===== config.mk =====
export PLATFORM = sky130hd
export DESIGN_NAME = multicycle_control_flat
export DESIGN_NICKNAME = d
export VERILOG_FILES = /design/src/rtl/multicycle_control_pkg.sv /design/src/rtl/multicycle_control_if.sv /design/src/rtl/multicycle_control_output_decode.sv /design/src/rtl/multicycle_control.sv /design/src/flat_wrapper.sv
export SDC_FILE = /design/constraint.sdc
export NUM_CORES = 1
export LEC_CHECK = 0
export ABC_AREA = 1
export CAP_MARGIN = 25
export CORE_MARGIN = 5
export CORE_UTILIZATION = 37
export DETAILED_ROUTE_END_ITERATION = 8
export GPL_TIMING_DRIVEN = 0
export HOLD_SLACK_MARGIN = 0.15
export PLACE_DENSITY = 0.6
export SKIP_LAST_GASP = 1
export SLEW_MARGIN = 20
export SYNTH_ARGS = -nofsm -noshare
export SYNTH_HDL_FRONTEND = slang
export SYNTH_SLANG_ARGS = --single-unit

===== constraint.sdc =====
create_clock -name clk -period 1.8 [get_ports clk]
set_input_delay 0.36 -clock clk [delete_from_list [all_inputs] [get_ports clk]]
set_output_delay 0.36 -clock clk [all_outputs]
set_load 0.01 [all_outputs]

===== src/rtl/multicycle_control_pkg.sv =====
// Shared definitions for the multi-cycle MIPS control path: opcodes, ALUOp
// codes, mux-select codes, the controller state encoding and the control word.
package mips_pkg;

    localparam logic [5:0] OP_RTYPE = 6'b000000;
    localparam logic [5:0] OP_LW    = 6'b100011;
    localparam logic [5:0] OP_SW    = 6'b101011;
    localparam logic [5:0] OP_BEQ   = 6'b000100;
    localparam logic [5:0] OP_J     = 6'b000010;
    localparam logic [5:0] OP_ADDI  = 6'b001000;

    // ALUOp values as consumed by the downstream ALU-control decoder
    localparam logic [1:0] ALUOP_ADD   = 2'b00;
    localparam logic [1:0] ALUOP_SUB   = 2'b01;
    localparam logic [1:0] ALUOP_FUNCT = 2'b10;

    localparam logic [1:0] SRCB_B       = 2'b00;
    localparam logic [1:0] SRCB_FOUR    = 2'b01;
    localparam logic [1:0] SRCB_IMM     = 2'b10;
    localparam logic [1:0] SRCB_IMM_SH2 = 2'b11;

    localparam logic [1:0] PCSRC_ALU    = 2'b00;
    localparam logic [1:0] PCSRC_ALUOUT = 2'b01;
    localparam logic [1:0] PCSRC_JUMP   = 2'b10;

    typedef enum logic [3:0] {
        S_FETCH   = 4'd0,
        S_DECODE  = 4'd1,
        S_MEMADR  = 4'd2,
        S_MEMRD   = 4'd3,
        S_MEMWB   = 4'd4,
        S_MEMWR   = 4'd5,
        S_EXECUTE = 4'd6,
        S_ALUWB   = 4'd7,
        S_BRANCH  = 4'd8,
        S_JUMP    = 4'd9,
        S_ADDIEX  = 4'd10,
        S_ADDIWB  = 4'd11,
        S_ERROR   = 4'd12
    } ctrl_state_t;

    typedef struct packed {
        logic       pcWrite;
        logic       pcWriteCond;
        logic       iorD;
        logic       memRead;
        logic       memWrite;
        logic       irWrite;
        logic       memtoReg;
        logic       regDst;
        logic       regWrite;
        logic       aluSrcA;
        logic [1:0] aluSrcB;
        logic [1:0] aluOp;
        logic [1:0] pcSource;
    } ctrl_word_t;

    // True on the cycle whose closing edge completes an instruction
    function automatic logic isRetireState(input ctrl_state_t state, input logic memReady);
        case (state)
            S_MEMWB, S_ALUWB, S_BRANCH, S_JUMP, S_ADDIWB: isRetireState = 1'b1;
            S_MEMWR:                                      isRetireState = memReady;
            default:                                      isRetireState = 1'b0;
        endcase
    endfunction

endpackage


===== src/rtl/multicycle_control_if.sv =====
// Controller <-> datapath bundle: instruction/status inputs to the controller
// and the full control word plus status outputs back to the datapath.
interface multicycle_control_if #(
    parameter int RETIRE_W = 32
);
    logic [5:0]          opcode;
    logic                zero;
    logic                mem_ready;
    logic                PCWrite;
    logic                PCWriteCond;
    logic                IorD;
    logic                MemRead;
    logic                MemWrite;
    logic                IRWrite;
    logic                MemtoReg;
    logic                RegDst;
    logic                RegWrite;
    logic                ALUSrcA;
    logic [1:0]          ALUSrcB;
    logic [1:0]          ALUOp;
    logic [1:0]          PCSource;
    logic                illegal_op;
    logic [3:0]          state_dbg;
    logic [RETIRE_W-1:0] instr_retired;

    modport master (
        input  opcode, zero, mem_ready,
        output PCWrite, PCWriteCond, IorD, MemRead, MemWrite, IRWrite,
               MemtoReg, RegDst, RegWrite, ALUSrcA, ALUSrcB, ALUOp, PCSource,
               illegal_op, state_dbg, instr_retired
    );

    modport slave (
        output opcode, zero, mem_ready,
        input  PCWrite, PCWriteCond, IorD, MemRead, MemWrite, IRWrite,
               MemtoReg, RegDst, RegWrite, ALUSrcA, ALUSrcB, ALUOp, PCSource,
               illegal_op, state_dbg, instr_retired
    );

endinterface


===== src/rtl/multicycle_control_output_decode.sv =====
// Combinational control-word decode from the controller state; FETCH is the
// only Mealy state (IRWrite/PCWrite follow mem_ready). i_enable low zeroes all.
module ctrl_output_decode
    import mips_pkg::*;
(
    input  ctrl_state_t i_state,
    input  logic        i_mem_ready,
    input  logic        i_enable,
    output ctrl_word_t  o_ctrl
);

    always_comb begin
        o_ctrl = '0;
        if (i_enable) begin
            case (i_state)
                S_FETCH: begin
                    o_ctrl.memRead  = 1'b1;
                    o_ctrl.aluSrcB  = SRCB_FOUR;
                    o_ctrl.aluOp    = ALUOP_ADD;
                    o_ctrl.pcSource = PCSRC_ALU;
                    o_ctrl.irWrite  = i_mem_ready;
                    o_ctrl.pcWrite  = i_mem_ready;
                end
                S_DECODE: begin
                    o_ctrl.aluSrcB = SRCB_IMM_SH2;
                    o_ctrl.aluOp   = ALUOP_ADD;
                end
                S_MEMADR: begin
                    o_ctrl.aluSrcA = 1'b1;
                    o_ctrl.aluSrcB = SRCB_IMM;
                    o_ctrl.aluOp   = ALUOP_ADD;
                end
                S_MEMRD: begin
                    o_ctrl.memRead = 1'b1;
                    o_ctrl.iorD    = 1'b1;
                end
                S_MEMWB: begin
                    o_ctrl.regWrite = 1'b1;
                    o_ctrl.memtoReg = 1'b1;
                end
                S_MEMWR: begin
                    o_ctrl.memWrite = 1'b1;
                    o_ctrl.iorD     = 1'b1;
                end
                S_EXECUTE: begin
                    o_ctrl.aluSrcA = 1'b1;
                    o_ctrl.aluSrcB = SRCB_B;
                    o_ctrl.aluOp   = ALUOP_FUNCT;
                end
                S_ALUWB: begin
                    o_ctrl.regWrite = 1'b1;
                    o_ctrl.regDst   = 1'b1;
                end
                S_BRANCH: begin
                    o_ctrl.aluSrcA     = 1'b1;
                    o_ctrl.aluSrcB     = SRCB_B;
                    o_ctrl.aluOp       = ALUOP_SUB;
                    o_ctrl.pcWriteCond = 1'b1;
                    o_ctrl.pcSource    = PCSRC_ALUOUT;
                end
                S_JUMP: begin
                    o_ctrl.pcWrite  = 1'b1;
                    o_ctrl.pcSource = PCSRC_JUMP;
                end
                S_ADDIEX: begin
                    o_ctrl.aluSrcA = 1'b1;
                    o_ctrl.aluSrcB = SRCB_IMM;
                    o_ctrl.aluOp   = ALUOP_ADD;
                end
                S_ADDIWB: begin
                    o_ctrl.regWrite = 1'b1;
                end
                default: o_ctrl = '0;
            endcase
        end
    end

endmodule


===== src/rtl/multicycle_control.sv =====
// Main control FSM of the multi-cycle MIPS: state register, next-state logic,
// sticky illegal-opcode flag and retired-instruction counter.
module multicycle_control
    import mips_pkg::*;
#(
    parameter int RETIRE_W = 32
) (
    input logic               clk,
    input logic               rst_n,
    multicycle_control_if.master bus
);

    ctrl_state_t         r_state;
    logic                r_illegalOp;
    logic [RETIRE_W-1:0] r_retired;
    ctrl_word_t          w_ctrl;
    logic                w_unused_zero;

    localparam logic [RETIRE_W-1:0] RETIRE_ONE = {{(RETIRE_W-1){1'b0}}, 1'b1};

    // zero is consumed by the datapath's PCWriteCond gating, not by the FSM
    assign w_unused_zero = bus.zero;

    always_ff @(posedge clk or negedge rst_n) begin
        if (!rst_n) begin
            r_state     <= S_FETCH;
            r_illegalOp <= 1'b0;
            r_retired   <= '0;
        end else begin
            if (isRetireState(r_state, bus.mem_ready)) begin
                r_retired <= r_retired + RETIRE_ONE;
            end
            case (r_state)
                S_FETCH:  if (bus.mem_ready) r_state <= S_DECODE;
                S_DECODE: begin
                    case (bus.opcode)
                        OP_LW, OP_SW: r_state <= S_MEMADR;
                        OP_RTYPE:     r_state <= S_EXECUTE;
                        OP_BEQ:       r_state <= S_BRANCH;
                        OP_J:         r_state <= S_JUMP;
                        OP_ADDI:      r_state <= S_ADDIEX;
                        default: begin
                            r_state     <= S_ERROR;
                            r_illegalOp <= 1'b1;
                        end
                    endcase
                end
                S_MEMADR: begin
                    if (bus.opcode == OP_LW) begin
                        r_state <= S_MEMRD;
                    end else if (bus.opcode == OP_SW) begin
                        r_state <= S_MEMWR;
                    end else begin
                        r_state     <= S_ERROR;
                        r_illegalOp <= 1'b1;
                    end
                end
                S_MEMRD:   if (bus.mem_ready) r_state <= S_MEMWB;
                S_MEMWR:   if (bus.mem_ready) r_state <= S_FETCH;
                S_EXECUTE: r_state <= S_ALUWB;
                S_ADDIEX:  r_state <= S_ADDIWB;
                S_MEMWB, S_ALUWB, S_BRANCH, S_JUMP, S_ADDIWB: r_state <= S_FETCH;
                S_ERROR:   r_state <= S_ERROR;
                default: begin
                    r_state     <= S_ERROR;
                    r_illegalOp <= 1'b1;
                end
            endcase
        end
    end

    ctrl_output_decode u_decode (
        .i_state     (r_state),
        .i_mem_ready (bus.mem_ready),
        .i_enable    (rst_n),
        .o_ctrl      (w_ctrl)
    );

    assign bus.PCWrite       = w_ctrl.pcWrite;
    assign bus.PCWriteCond   = w_ctrl.pcWriteCond;
    assign bus.IorD          = w_ctrl.iorD;
    assign bus.MemRead       = w_ctrl.memRead;
    assign bus.MemWrite      = w_ctrl.memWrite;
    assign bus.IRWrite       = w_ctrl.irWrite;
    assign bus.MemtoReg      = w_ctrl.memtoReg;
    assign bus.RegDst        = w_ctrl.regDst;
    assign bus.RegWrite      = w_ctrl.regWrite;
    assign bus.ALUSrcA       = w_ctrl.aluSrcA;
    assign bus.ALUSrcB       = w_ctrl.aluSrcB;
    assign bus.ALUOp         = w_ctrl.aluOp;
    assign bus.PCSource      = w_ctrl.pcSource;
    assign bus.illegal_op    = r_illegalOp;
    assign bus.state_dbg     = r_state;
    assign bus.instr_retired = r_retired;

endmodule


===== src/flat_wrapper.sv =====
// flat-port wrapper written by rule: the top's interface ports become plain ports
module multicycle_control_flat import mips_pkg::*;
#(
    parameter int RETIRE_W = 32
)
  (clk, rst_n, bus_opcode, bus_zero, bus_mem_ready, bus_PCWrite, bus_PCWriteCond, bus_IorD, bus_MemRead, bus_MemWrite, bus_IRWrite, bus_MemtoReg, bus_RegDst, bus_RegWrite, bus_ALUSrcA, bus_ALUSrcB, bus_ALUOp, bus_PCSource, bus_illegal_op, bus_state_dbg, bus_instr_retired);
  multicycle_control_if #(.RETIRE_W(RETIRE_W)) bus_i ();
  input logic clk;
  input logic rst_n;
  input wire logic [$bits(bus_i.opcode)-1:0] bus_opcode;
  input wire logic [$bits(bus_i.zero)-1:0] bus_zero;
  input wire logic [$bits(bus_i.mem_ready)-1:0] bus_mem_ready;
  output wire logic [$bits(bus_i.PCWrite)-1:0] bus_PCWrite;
  output wire logic [$bits(bus_i.PCWriteCond)-1:0] bus_PCWriteCond;
  output wire logic [$bits(bus_i.IorD)-1:0] bus_IorD;
  output wire logic [$bits(bus_i.MemRead)-1:0] bus_MemRead;
  output wire logic [$bits(bus_i.MemWrite)-1:0] bus_MemWrite;
  output wire logic [$bits(bus_i.IRWrite)-1:0] bus_IRWrite;
  output wire logic [$bits(bus_i.MemtoReg)-1:0] bus_MemtoReg;
  output wire logic [$bits(bus_i.RegDst)-1:0] bus_RegDst;
  output wire logic [$bits(bus_i.RegWrite)-1:0] bus_RegWrite;
  output wire logic [$bits(bus_i.ALUSrcA)-1:0] bus_ALUSrcA;
  output wire logic [$bits(bus_i.ALUSrcB)-1:0] bus_ALUSrcB;
  output wire logic [$bits(bus_i.ALUOp)-1:0] bus_ALUOp;
  output wire logic [$bits(bus_i.PCSource)-1:0] bus_PCSource;
  output wire logic [$bits(bus_i.illegal_op)-1:0] bus_illegal_op;
  output wire logic [$bits(bus_i.state_dbg)-1:0] bus_state_dbg;
  output wire logic [$bits(bus_i.instr_retired)-1:0] bus_instr_retired;
  assign bus_i.opcode = bus_opcode;
  assign bus_i.zero = bus_zero;
  assign bus_i.mem_ready = bus_mem_ready;
  assign bus_PCWrite = bus_i.PCWrite;
  assign bus_PCWriteCond = bus_i.PCWriteCond;
  assign bus_IorD = bus_i.IorD;
  assign bus_MemRead = bus_i.MemRead;
  assign bus_MemWrite = bus_i.MemWrite;
  assign bus_IRWrite = bus_i.IRWrite;
  assign bus_MemtoReg = bus_i.MemtoReg;
  assign bus_RegDst = bus_i.RegDst;
  assign bus_RegWrite = bus_i.RegWrite;
  assign bus_ALUSrcA = bus_i.ALUSrcA;
  assign bus_ALUSrcB = bus_i.ALUSrcB;
  assign bus_ALUOp = bus_i.ALUOp;
  assign bus_PCSource = bus_i.PCSource;
  assign bus_illegal_op = bus_i.illegal_op;
  assign bus_state_dbg = bus_i.state_dbg;
  assign bus_instr_retired = bus_i.instr_retired;
  multicycle_control #(.RETIRE_W(RETIRE_W)) u_core (.clk(clk), .rst_n(rst_n), .bus(bus_i));
endmodule

==> impl_metrics.toml <==
[timing]
finalCritPeriodShare_pct = 109
clock_skew_ns = 0.00873
slew_headroom_pct = 55.5
setup_viol = 11
rsz0062_at_grt = "yes"
slew_viol_final = 0
final-hold-violation-count = 0
clock.fmax_mhz = 511
tightest_slew_ns = 0.665
fin_ws_ns = -0.157
setup_tns_ns = -0.601
fin_crit_ns = 1.96

[worst_setup_path]
cp-start-kind = "flop"
r2r_end = "u_core.bus.instr_retired[20]"
rr_startpoint = "u_core.bus.state_dbg[3]"
cp.arrival_ns = 1.60
worstPathMaxFanout = 5
cp-end-kind = "output pin"
r2r_cells = 11
worst-r2r-setup-slack_ns = 0.03
worst_ep_required_time_ns = 1.44
crit_type = "flop to output pin"

[clocking]
path_clk_slew_ns = 0.07
numCtsBuffers = 5
clkLatencyLatePin_ns = 0.29
root_buffer = "clkbuf_8"
clkSinkCount = 37
cts_tree = "built"
cts_buffer_depth = 2
htree_levels = 2

[layout]
layout.area.seq_sq_um = 931
antenna_cells = 0
finalNetCount = 530
final_cell_count_no_fill = 616
area_growth_syn_to_layout_pct = 51.0
drive_above_1_share_pct = 21.9
multi_input_area_sq_um = 1620
n_fill_cell = 634

[worst_hold_path]
hold_class = "flop to flop"
holdPathStages = 2
hold_start = "u_core.bus.illegal_op"
holdPathEnd = "u_core.bus.illegal_op"

[yosys]
yosysTopAreaCellShare_pct = 35.0
synth-edff-count = 0
ys_top_cells_by_area = "dfrtp_1 (35%), nand2_1 (22%), nor2_1 (9.8%)"
synth_ff_type = "dfrtp_1"
yosys-top-cells-count = "nand2_1 (155), nor2_1 (69), inv_1 (51)"
syn_area_per_cell_sq_um = 6.30
synth-seq-cells = 37
yosysMostFrequentCell = "nand2_1"
synth.cell_area_sq_um = 2650
ys_warn_count = 0
yosysSeqAreaShare_pct = 35.0
ys_async_sr_fraction_pct = 100
synth_cell_type_count = 29
syn_inst = 420
syn-num-nets = 431
yosys.area.top_type = "dfrtp_1"

[die]
start_util_pct = 38.5
fp.dieW_um = 94.6
dieArea_sq_um = 8940
fp-row-count = 30
die_h_um = 94.6
coreArea_sq_um = 6870
io_pins = 63

[placed_design]
place_hpwl_mm = 5.89
io_buffers = 61
placed_cells = 578
routabilityCongestion = 0.881

[grt]
grt.overflow.total = 0
grt_max_degree = 17
track_usage_pct = 18.8
grt_pass1_vias = 2814
antenna_found_initial = 0
grt_pass1_wl_mm = 13.4

[routing]
vias_per_cell = 4.87
dr.pass1.iters = 4
routed-via-count = 3002
drc = 0
drt-initial-drc-count = 189
post_drt_wl_per_cell_um = 13.7
ant_nets = 0
drt_wl_total_mm = 8.45

[power_and_ir_drop]
finalPower_mw = 1.56
peakVddDrop_mv = 0.277
p_per_area_nw_per_um2 = 392
p_leak_nw = 1.82

[status]
status = "complete, but fails checks"
violations = "negative setup slack"

[run]
drv_cap = 0
routing by layer:
layer  global-route usage [%]  routed length, um  up-vias
li1                         -                  -     1510
met1                     25.5               3780     1402
met2                     30.9               4130       77
met3                     3.27                396       13
met4                     5.05                138        0
met5                        0                  0        -
worst max-delay path, cell delays in order, from the launching register on:
cell and delay (ns):
dfrtp_2 0.46, buf_12 0.15, nor2_4 0.16, inv_1 0.11, nor3_1 0.24, buf_2 0.19
worst max-delay path by stage:
stage	start	endpoint	slack [ns]	cells past startpoint
2_1_floorplan	u_core.bus.state_dbg[3]	bus_ALUOp[0]	0.22	5
4_1_cts	u_core.bus.state_dbg[2]	bus_PCSource[0]	-0.17	6
6_report	u_core.bus.state_dbg[3]	bus_ALUOp[1]	-0.16	5
3_3_place_gp	rst_n	bus_PCSource[0]	-2.20	6
3_5_place_dp	rst_n	bus_PCSource[0]	-0.74	7
5_1_grt	u_core.bus.state_dbg[2]	bus_ALUOp[1]	-0.24	6
report_power, final:
part | total (mW) | leakage, nW | switching [mW] | internal (mW)
registers | 0.830 | 0.473 | 0 | 0.830
logic | 0.0869 | 1.29 | 0.0466 | 0.0402
clock network | 0.647 | 0.0542 | 0.301 | 0.346
total | 1.56 | 1.82 | 0.348 | 1.22
registers in the layout, summed over array words and instances (netlist names):
| register | flops |
|---|---|
| u_core.bus.instr_retired | 32 |
| u_core.bus.state_dbg | 4 |
| u_core.bus.illegal_op | 1 |
cell usage in the layout, fill, tap and decap left out, types with 2 or more instances in the layout:
cell,instances
nor3_1,7
xnor2_1,4
buf_12,5
nand2_4,3
a21oi_2,3
nand2_2,9
nand3b_1,7
inv_2,6
a21oi_1,9
o21ai_1,5
xor2_1,3
nor2_2,6
buf_4,19
nor2_4,10
nand2_8,2
nand2_1,144
o2111ai_1,3
nand3_2,5
dfrtp_1,33
clkbuf_8,7
buf_6,9
buf_2,9
nor2_1,57
dfrtp_2,4
clkbuf_2,3
buf_8,4
clkdlybuf4s50_1,43
nand3_1,18
o21ai_0,10
inv_1,49
dlygate4sd3_1,3
nand4_1,9
cells by family after synthesis:
group,share of synthesized area (%)
adders and majority gates,0.473
xor gates and xnor gates,2.32
buffers and inverters,10.5
and+or+nand+nor,45.3
DFF,35.0
AOI/OAI and AO/OA,6.43
final cells by class:
cell class,count,share of cell area (%)
Tap cell,96,3.01
Sequential cell,37,23.3
Buffer,8,2.25
Timing Repair Buffer,92,23.1
Clock inverter,1,0.125
Multi-Input combinational cell,320,40.6
Clock buffer,7,2.41
Inverter,55,5.17
repair_timing:
action,4_1_cts,5_1_grt
pin swaps,6,12
gates resized for setup,71,61
gates cloned,1,1
endpoints found under the setup margin,17,41
hold endpoints to repair,25,25
setup buffers,15,10
metrics by stage:
step / cell area (sq um) / hold slack (ns) / setup slack, ns / util [%]
2_1_floorplan: 2650 / 0.0644 / 0.223 / -
3_3_place_gp: 3380 / 0.451 / -2.20 / 49.1
3_5_place_dp: 3390 / 0.302 / -0.745 / 49.4
4_1_cts: 3690 / -0.129 / -0.168 / 53.8
5_1_grt: 4000 / 0.521 / -0.243 / 58.2
6_report: 4000 / 0.480 / -0.157 / 58.2
Note: power is estimated with default switching activity, not from simulation.
